==> src/rtl/i2c_target_rx_if.sv <==
// Bus-side signals of the I2C target receiver: the two pins plus the open-drain
// pull-down enable that the pad logic turns into a low on sda.
interface i2c_target_rx_if;
   logic scl;
   logic sda;
   logic sda_oe;

   modport master (output scl, output sda, input sda_oe);
   modport slave  (input scl, input sda, output sda_oe);
endinterface

==> src/rtl/i2c_target_rx.sv <==
// Clk-synchronous I2C target receiver: oversampled scl/sda, START/STOP detection,
// address match with ACK, and up to MAX_BYTES acknowledged write-data bytes.
module i2c_target_rx #(
   parameter int ADDR_W       = 7,
   parameter int MAX_BYTES    = 4,
   parameter int SYNC_STAGES  = 2,
   parameter int GENERAL_CALL = 0,
   localparam int IDX_W       = $clog2(MAX_BYTES + 1)
) (
   input  logic              clk,
   input  logic              reset,
   i2c_target_rx_if.slave    bus,
   input  logic              pronto,
   input  logic [ADDR_W-1:0] endereco_local,
   output logic [ADDR_W-1:0] endereco_recebido,
   output logic              escrita,
   output logic              operacao,
   output logic              endereco_ok,
   output logic [7:0]        dado_recebido,
   output logic              dado_valido,
   output logic [IDX_W-1:0]  byte_idx,
   output logic              stop
);
   localparam int SH_W  = (ADDR_W > 7) ? ADDR_W : 7;
   localparam int CNT_W = $clog2(SH_W + 1);

   typedef enum logic [2:0] {IDLE, ADDR, ACK_A, DATA, ACK_D, WAIT_STOP} state_t;

   state_t                 state_reg;
   logic [SYNC_STAGES-1:0] scl_sync_reg, sda_sync_reg;
   logic                   scl_hist_reg, sda_hist_reg;
   logic [CNT_W-1:0]       bit_cnt_reg;
   logic [SH_W-1:0]        shift_reg;
   logic [IDX_W-1:0]       count_reg;
   logic                   ack_phase_reg;
   logic                   sda_oe_reg;

   logic scl_s, sda_s, scl_rise, scl_fall, sda_rise, sda_fall;
   logic start_evt, stop_evt, addr_match;
   logic [ADDR_W-1:0] addr_bits;
   logic [7:0]        data_byte;

   // Synchronisers idle at 1 so that leaving reset never fakes a bus edge.
   always_ff @(posedge clk) begin
      if (reset) begin
         scl_sync_reg <= '1;
         sda_sync_reg <= '1;
         scl_hist_reg <= 1'b1;
         sda_hist_reg <= 1'b1;
      end else begin
         scl_sync_reg <= {scl_sync_reg[SYNC_STAGES-2:0], bus.scl};
         sda_sync_reg <= {sda_sync_reg[SYNC_STAGES-2:0], bus.sda};
         scl_hist_reg <= scl_s;
         sda_hist_reg <= sda_s;
      end
   end

   assign scl_s     = scl_sync_reg[SYNC_STAGES-1];
   assign sda_s     = sda_sync_reg[SYNC_STAGES-1];
   assign scl_rise  = scl_s & ~scl_hist_reg;
   assign scl_fall  = ~scl_s & scl_hist_reg;
   assign sda_rise  = sda_s & ~sda_hist_reg;
   assign sda_fall  = ~sda_s & sda_hist_reg;
   assign start_evt = sda_fall & scl_s;
   assign stop_evt  = sda_rise & scl_s;

   // On the R/W clock the address bits are already in the shifter; sda_s is R/W.
   assign addr_bits  = shift_reg[ADDR_W-1:0];
   assign data_byte  = {shift_reg[6:0], sda_s};
   assign addr_match = (addr_bits == endereco_local) ||
                       ((GENERAL_CALL != 0) && (addr_bits == '0) && !sda_s);

   assign bus.sda_oe = sda_oe_reg;

   always_ff @(posedge clk) begin
      if (reset) begin
         state_reg         <= IDLE;
         bit_cnt_reg       <= '0;
         shift_reg         <= '0;
         count_reg         <= '0;
         ack_phase_reg     <= 1'b0;
         sda_oe_reg        <= 1'b0;
         endereco_recebido <= '0;
         escrita           <= 1'b0;
         operacao          <= 1'b0;
         endereco_ok       <= 1'b0;
         dado_recebido     <= '0;
         dado_valido       <= 1'b0;
         byte_idx          <= '0;
         stop              <= 1'b0;
      end else begin
         dado_valido <= 1'b0;
         stop        <= 1'b0;
         if (start_evt && (state_reg != IDLE || pronto)) begin
            state_reg     <= ADDR;
            bit_cnt_reg   <= '0;
            count_reg     <= '0;
            ack_phase_reg <= 1'b0;
            sda_oe_reg    <= 1'b0;
            endereco_ok   <= 1'b0;
            operacao      <= 1'b1;
         end else if (stop_evt) begin
            stop        <= 1'b1;
            state_reg   <= IDLE;
            sda_oe_reg  <= 1'b0;
            operacao    <= 1'b0;
            endereco_ok <= 1'b0;
         end else begin
            case (state_reg)
               ADDR: if (scl_rise) begin
                  if (bit_cnt_reg == CNT_W'(ADDR_W)) begin
                     endereco_recebido <= addr_bits;
                     escrita           <= ~sda_s;
                     bit_cnt_reg       <= '0;
                     ack_phase_reg     <= 1'b0;
                     if (addr_match) begin
                        endereco_ok <= 1'b1;
                        state_reg   <= ACK_A;
                     end else begin
                        state_reg   <= WAIT_STOP;
                     end
                  end else begin
                     shift_reg   <= {shift_reg[SH_W-2:0], sda_s};
                     bit_cnt_reg <= bit_cnt_reg + 1'b1;
                  end
               end
               // First fall after the frame opens the ACK window, the second closes it.
               ACK_A, ACK_D: if (scl_fall) begin
                  if (!ack_phase_reg) begin
                     sda_oe_reg    <= 1'b1;
                     ack_phase_reg <= 1'b1;
                  end else begin
                     sda_oe_reg    <= 1'b0;
                     ack_phase_reg <= 1'b0;
                     bit_cnt_reg   <= '0;
                     if (state_reg == ACK_D) begin
                        count_reg <= count_reg + 1'b1;
                        state_reg <= DATA;
                     end else begin
                        state_reg <= escrita ? DATA : WAIT_STOP;
                     end
                  end
               end
               DATA: if (scl_rise) begin
                  if (bit_cnt_reg == CNT_W'(7)) begin
                     bit_cnt_reg   <= '0;
                     ack_phase_reg <= 1'b0;
                     if (count_reg < IDX_W'(MAX_BYTES)) begin
                        dado_recebido <= data_byte;
                        dado_valido   <= 1'b1;
                        byte_idx      <= count_reg;
                        state_reg     <= ACK_D;
                     end else begin
                        state_reg     <= WAIT_STOP;
                     end
                  end else begin
                     shift_reg   <= {shift_reg[SH_W-2:0], sda_s};
                     bit_cnt_reg <= bit_cnt_reg + 1'b1;
                  end
               end
               WAIT_STOP: sda_oe_reg <= 1'b0;
               default: ;
            endcase
         end
      end
   end
endmodule

==> src/flat_wrapper.sv <==
// flat-port wrapper written by rule: the top's interface ports become plain ports
module i2c_target_rx_flat 
#(
   parameter int ADDR_W       = 7,
   parameter int MAX_BYTES    = 4,
   parameter int SYNC_STAGES  = 2,
   parameter int GENERAL_CALL = 0,
   localparam int IDX_W       = $clog2(MAX_BYTES + 1)
)
  (clk, reset, pronto, endereco_local, endereco_recebido, escrita, operacao, endereco_ok, dado_recebido, dado_valido, byte_idx, stop, bus_scl, bus_sda, bus_sda_oe);
  i2c_target_rx_if bus_i ();
  input  logic clk;
  input  logic reset;
  input  logic pronto;
  input  logic [ADDR_W-1:0] endereco_local;
  output logic [ADDR_W-1:0] endereco_recebido;
  output logic escrita;
  output logic operacao;
  output logic endereco_ok;
  output logic [7:0] dado_recebido;
  output logic dado_valido;
  output logic [IDX_W-1:0] byte_idx;
  output logic stop;
  input wire logic [$bits(bus_i.scl)-1:0] bus_scl;
  input wire logic [$bits(bus_i.sda)-1:0] bus_sda;
  output wire logic [$bits(bus_i.sda_oe)-1:0] bus_sda_oe;
  assign bus_i.scl = bus_scl;
  assign bus_i.sda = bus_sda;
  assign bus_sda_oe = bus_i.sda_oe;
  i2c_target_rx #(.ADDR_W(ADDR_W), .MAX_BYTES(MAX_BYTES), .SYNC_STAGES(SYNC_STAGES), .GENERAL_CALL(GENERAL_CALL)) u_core (.clk(clk), .reset(reset), .bus(bus_i), .pronto(pronto), .endereco_local(endereco_local), .endereco_recebido(endereco_recebido), .escrita(escrita), .operacao(operacao), .endereco_ok(endereco_ok), .dado_recebido(dado_recebido), .dado_valido(dado_valido), .byte_idx(byte_idx), .stop(stop));
endmodule
==> config.mk <==
export PLATFORM = sky130hd
export DESIGN_NAME = i2c_target_rx_flat
export DESIGN_NICKNAME = d
export VERILOG_FILES = /design/src/rtl/i2c_target_rx_if.sv /design/src/rtl/i2c_target_rx.sv /design/src/flat_wrapper.sv
export SDC_FILE = /design/constraint.sdc
export NUM_CORES = 1
export LEC_CHECK = 0
export CAP_MARGIN = 40
export CORE_AREA = 4 4 78 66
export DETAILED_ROUTE_END_ITERATION = 16
export DIE_AREA = 0 0 82 70
export PLACE_DENSITY = 0.78
export SLEW_MARGIN = 25
export SYNTH_ARGS = -nofsm -noshare
export SYNTH_HDL_FRONTEND = slang
export SYNTH_SLANG_ARGS = --single-unit
==> constraint.sdc <==
create_clock -name clk -period 3.2 [get_ports clk]
set_clock_uncertainty 0.2 [all_clocks]
set_input_delay 0.96 -clock clk [delete_from_list [all_inputs] [get_ports clk]]
set_output_delay 0.96 -clock clk [all_outputs]
set_load 0.01 [all_outputs]
==> results of run 1 <==
## cells in the mapped netlist, drive strengths merged (3+ instances only)
| library cell | count |
|---|---|
| dfxtp | 47 |
| a21oi | 37 |
| o21ai | 30 |
| nand3 | 29 |
| xor2 | 10 |
| buf | 8 |
| nand2 | 8 |
| clkbuf | 7 |
| nor3 | 6 |
| or2 | 6 |
| nor2 | 5 |
| inv | 4 |
| a211oi | 3 |
| ha | 3 |
| nand2b | 3 |
| nand3b | 3 |
| nand4b | 3 |
| nor2b | 3 |
| nor4 | 3 |
## worst paths after layout
kind	endpoint	slack [ns]	cells past startpoint
setup reg to reg	u_core.state_reg[0]	0.92	4
setup / recovery	u_core.ack_phase_reg	0.68	5
hold reg to reg	u_core.scl_sync_reg[1]	0.22	1
hold / removal	u_core.scl_sync_reg[1]	0.22	1
## final cells by class
class	count	area [um2]	area share
multi-input cells	174	1060	0.418
clock buffers	5	68.8	0.0271
flip-flops and latches	47	941	0.371
inverters	4	15.0	0.00591
clock inverters	3	18.8	0.00739
well taps	60	75.1	0.0296
repair buffers	36	358	0.141
## kinds of logic (layout without fill, tap and decap cells)
family / count (synthesis) / count (layout) / synth area share
and+or+nand+nor: 82 / 82 / 0.233
AOI/OAI and AO/OA: 79 / 79 / 0.212
DFF: 47 / 47 / 0.446
buffers and inverters: 19 / 48 / 0.0504
xor gates and xnor gates: 10 / 10 / 0.0415
adders and majority gates: 3 / 3 / 0.0178
## through the flow
| step | util | hold slack (ns) | worst slack, ns |
|---|---|---|---|
| 2_1_floorplan | - | 0.189 | 1.03 |
| 3_3_place_gp | 0.557 | 0.191 | 0.446 |
| 3_5_place_dp | 0.557 | 0.200 | 0.385 |
| 4_1_cts | 0.576 | 0.227 | 0.697 |
| 5_1_grt | 0.576 | 0.249 | 0.555 |
| 6_report | 0.576 | 0.222 | 0.679 |
## layer usage
metal	track usage	up-vias	routed length, um
li1	-	931	-
met1	0.304	885	2550
met2	0.257	67	2110
met3	0.0412	6	377
met4	0.0443	0	53
met5	0	-	0
## power by group through the flow
stage	Sequential (W)	Combinational (W)	Clock, W
after global routing	0.000595	0.0000573	0.000396
after floorplan	0.000605	0.0000318	0
after detailed placement	0.000608	0.0000511	0
after CTS	0.000594	0.0000514	0.000372
final	0.000594	0.0000514	0.000362
after global placement	0.000607	0.0000500	0
## worst max-delay path: stages
cell and delay [ns]:
clkdlybuf4s50_1 0.43, or4_4 0.45, nand3_2 0.21, nand2_1 0.26
a211oi_1 0.24
==> results.toml, run 1 <==
[run_status]
status = "finished, final reports clean"

[logic_synthesis]
synth.avg_cell_area_um2 = 8.79
synth_cell_type_count = 45
synth_area_leaders = "dfxtp_1 45%, a21oi_1 8.3%, o21ai_0 7.1%"
synth_edf_count = 0
synth_seq_area_share = 0.446
ys_warn_count = 0
yosys.area.top_type_share = 0.446
synth_top_area_cell = "dfxtp_1"
synth-main-ff-cell = "dfxtp_1"
synth_cells = 240
synth-seq-cells = 47
syn-num-nets = 255
postSynth.asyncResetShare = 0
syn_area_um2 = 2110

[power_and_ir_drop]
p_per_area_nw_per_um2 = 397
clkPwrFrac = 0.360
p_sw_frac = 0.239
leakagePower_nw = 0.867
total_power_w = 0.00101
power_frac_seq = 0.589
p_int_w = 0.000767
p_switching_w = 0.000241
ir_worst_vdd_mv = 0.249
comb_power_share = 0.051

[global_route]
grt_max_degree = 31
antenna_found_initial = 0
grt.overflow.total = 0
grt.total_usage = 0.191
first_global_vias = 1724
grt_first_pass_wirelength_mm = 8.64

[clock_tree]
post_cts_resized = 0
cts_tree = "built"
h-tree-depth = 2
cts_buffers = 5
clk_pin_slew_ns = 0.09
clock-sinks = 47
cts_hold_buf = 0
cts-root-buf = "clkbuf_8"
clk_latency_ns = 0.30
cts_buffer_depth = 2
post-cts-setup-buffers = 0

[critical_path]
worstPathArrival_ns = 2.54
crit_path_end_kind = "flop"
start_kind = "input port"
crit_type = "in2reg"
critical_path.startpoint = "pronto"
r2r-start = "u_core.state_reg[2]"
path_max_fanout = 11
required_ns = 3.22

[sta]
finalSetupViolations = 0
rsz0062_at_grt = "no"
tns_ns = 0
drv_slew = 0
hold_violations = 0
layout_worst_path_cycle_share = 0.788
slew-limit-headroom = 0.492
fmax_mhz = 397
worst_pin_slew_ns = 0.743
min_period_ns = 2.52

[final_layout]
largest-register = "u_core.dado_recebido"
largest_reg_flops = 8
num-fill-cells = 429
fin_cells = 329
finish.net_count = 283
final_cell_mix = "47 x dfxtp_1, 35 x a21oi_1, 35 x clkdlybuf4s50_1, 30 x o21ai_0, 28 x nand3_1"
area_delta_synth_final_pct = 20.3
final_common_cell = "dfxtp_1"
diodes = 0
drive_above_1_share = 0.0892
final_area_um2 = 2540

[floorplanning]
std_cell_rows = 22
dieArea_um2 = 5740
core_area_um2 = 4400
die_x_um = 82
io_pins = 36
die_h_um = 70
start_util = 0.479

[routing]
viasPerCell = 5.74
dr.pass1.iters = 4
drt-total-wl_mm = 5.09
routedWlPerCell_um = 15.5
ant_nets = 0
num_vias = 1889
drtIter0Drc = 189
drc = 0

[hold_path]
worstHoldPathType = "reg2reg"
min_from = "u_core.scl_sync_reg[0]"

[place]
hpwl_mm = 3.56
place_area_um2 = 2450
dp_cells = 321
globalplace.congestion = 0.831
port-buffer-count = 35

[job]
maxCapViolCount = 0
(Power assumes the default switching activity.)
==> run 2, diff against run 1 <==
--- a/config.mk
+++ b/config.mk
@@ -6,9 +6,9 @@
 export NUM_CORES = 1
 export LEC_CHECK = 0
 export CAP_MARGIN = 40
-export CORE_AREA = 4 4 78 66
+export CORE_AREA = 4 4 80 67
 export DETAILED_ROUTE_END_ITERATION = 16
-export DIE_AREA = 0 0 82 70
+export DIE_AREA = 0 0 84 71
 export PLACE_DENSITY = 0.78
 export SLEW_MARGIN = 25
 export SYNTH_ARGS = -nofsm -noshare
==> constraint.sdc (replaced) <==
create_clock -name clk -period 2.1 [get_ports clk]
set_clock_uncertainty 0.2 [all_clocks]
set_input_delay 0.63 -clock clk [delete_from_list [all_inputs] [get_ports clk]]
set_output_delay 0.63 -clock clk [all_outputs]
set_load 0.01 [all_outputs]
==> results.toml, run 2 (synthesized netlist as in run 1, its figures left out) <==
[critical_path]
cp_cell_sequence = "clkdlybuf4s50_1 > or4_4 > and2_1 > o21ai_0 > a21oi_1"
crit_type = "in2reg"
crit_path_end_kind = "flop"
path_max_fanout = 7
required_ns = 2.08
worst-path-buf-inv = 1
start_kind = "input port"
r2r-end = "u_core.addr_bits[5]"
worst_path_max_delay_cell = "or4_4"
r2r-start = "u_core.bit_cnt_reg[0]"
worstPathArrival_ns = 2.02
cpLargestDelayFamily = "simple AND/OR/NAND/NOR gates"
cp_slowest_stage_delay_ns = 0.44
r2r_setup_slack_ns = 0.17
worstRegToRegCells = 6

[floorplanning]
core_area_um2 = 4510
io_pins = 36
dieArea_um2 = 5960
std_cell_rows = 22
start_util = 0.467
die_h_um = 71
die_x_um = 84

[final_layout]
largest_reg_flops = 8
final_area_um2 = 2710
finish.net_count = 303
final_common_cell = "dfxtp_1"
final_cell_mix = "47 x dfxtp_1, 35 x a21oi_1, 34 x clkdlybuf4s50_1, 28 x nand3_1, 26 x o21ai_0"
fin_cells = 349
largest-register = "u_core.dado_recebido"
area_delta_synth_final_pct = 28.6
drive_above_1_share = 0.166
diodes = 0
num-fill-cells = 425

[global_route]
met1_usage = 0.259
first_global_vias = 1792
grt_max_degree = 21
use_met3 = 0.0559
use_met2 = 0.244
grt_first_pass_wirelength_mm = 8.55
grt.total_usage = 0.175
grt.overflow.total = 0
antenna_found_initial = 0
gr-max-usage-layer = "met1"

[power_and_ir_drop]
p_sw_frac = 0.224
p_int_w = 0.00118
comb_power_share = 0.065
clkPwrFrac = 0.341
ir_worst_vdd_mv = 0.408
power_frac_seq = 0.594
p_switching_w = 0.000340
p_per_area_nw_per_um2 = 560
leakagePower_nw = 0.980

[sta]
worst_slack_ns = 0.0611
rsz0062_at_grt = "no"
layout_worst_path_cycle_share = 0.971
slew-limit-headroom = 0.667
worst_pin_slew_ns = 0.497
drv_slew = 0
finalSetupViolations = 0
fmax_mhz = 490
hold_violations = 0
min_period_ns = 2.04
fin_hold_ws_ns = 0.216

[routing]
drc = 0
drt-total-wl_mm = 5.18
num_vias = 1988
dr.pass1.iters = 4
viasPerCell = 5.70
drtIter0Drc = 152
ant_nets = 0
routedWlPerCell_um = 14.8

[place]
globalplace.congestion = 0.797
dp_cells = 341
hpwl_mm = 3.75
pre_cts_slack_ns = -0.312
place_area_um2 = 2600
port-buffer-count = 35

[clock_tree]
cts_buffers = 5
cts_tree = "built"
cts_buffer_depth = 2
cts-root-buf = "clkbuf_8"
clk_latency_ns = 0.29
clk_pin_slew_ns = 0.08
clock-sinks = 47
h-tree-depth = 2
cts_hold_buf = 0

[hold_path]
whs_path_depth = 1
min_from = "u_core.scl_sync_reg[0]"
hold_end = "u_core.scl_sync_reg[1]"
worstHoldPathType = "reg2reg"

[job]
maxCapViolCount = 0

[run_status]
status = "finished, final reports clean"
[run 2: worst max path at each step]
stage                          start             endpoint  cells past startpoint
6_report                      pronto  u_core.addr_bits[5]                      5
5_1_grt            endereco_local[6]  u_core.state_reg[1]                      6
4_1_cts                       pronto  u_core.addr_bits[0]                      5
3_5_place_dp       endereco_local[6]  u_core.state_reg[2]                      6
3_3_place_gp       endereco_local[6]  u_core.state_reg[2]                      6
2_1_floorplan  u_core.bit_cnt_reg[0]  u_core.addr_bits[2]                      7
[run 2: power groups by stage]
stage / Sequential (W) / Combinational (W) / Clock [W]
final: 0.000903 / 0.0000980 / 0.000518
after global routing: 0.000904 / 0.000106 / 0.000568
after CTS: 0.000903 / 0.0000942 / 0.000534
after detailed placement: 0.000924 / 0.0000936 / 0
after global placement: 0.000924 / 0.0000925 / 0
after floorplan: 0.000922 / 0.0000485 / 0
[run 2: metal layers]
| metal | vias up | share of wire |
|---|---|---|
| met4 | 0 | 0.0077 |
| met1 | 960 | 0.51 |
| met3 | 5 | 0.055 |
| li1 | 972 | - |
| met5 | - | 0 |
| met2 | 51 | 0.43 |
[run 2: repair_timing]
action,CTS,global route
setup buffers,0,0
setup endpoints to repair,0,13
gates resized for setup,0,13
[run 2: through the flow]
stage          setup TNS, ns   util  total power (W)
6_report                   0  0.601          0.00152
5_1_grt                    0  0.601          0.00158
4_1_cts                    0  0.594          0.00153
3_5_place_dp           -5.80  0.576          0.00102
3_3_place_gp           -5.17  0.576          0.00102
2_1_floorplan              0      -         0.000970
[run 2: worst reg2reg max path, cell delays in order, from the launching register on]
cell,delay (ns)
dfxtp_1,0.33
ha_1,0.20
ha_1,0.27
nor3b_2,0.27
nand3_1,0.24
o21ai_0,0.21
a21oi_1,0.09
[run 2: layout make-up]
type	instances	area, um2	area share
multi-input cells	174	1090	0.402
flip-flops and latches	47	941	0.347
repair buffers	56	510	0.188
clock buffers	7	76.3	0.0281
well taps	60	75.1	0.0277
inverters	4	15.0	0.00554
clock inverters	1	5.00	0.00185
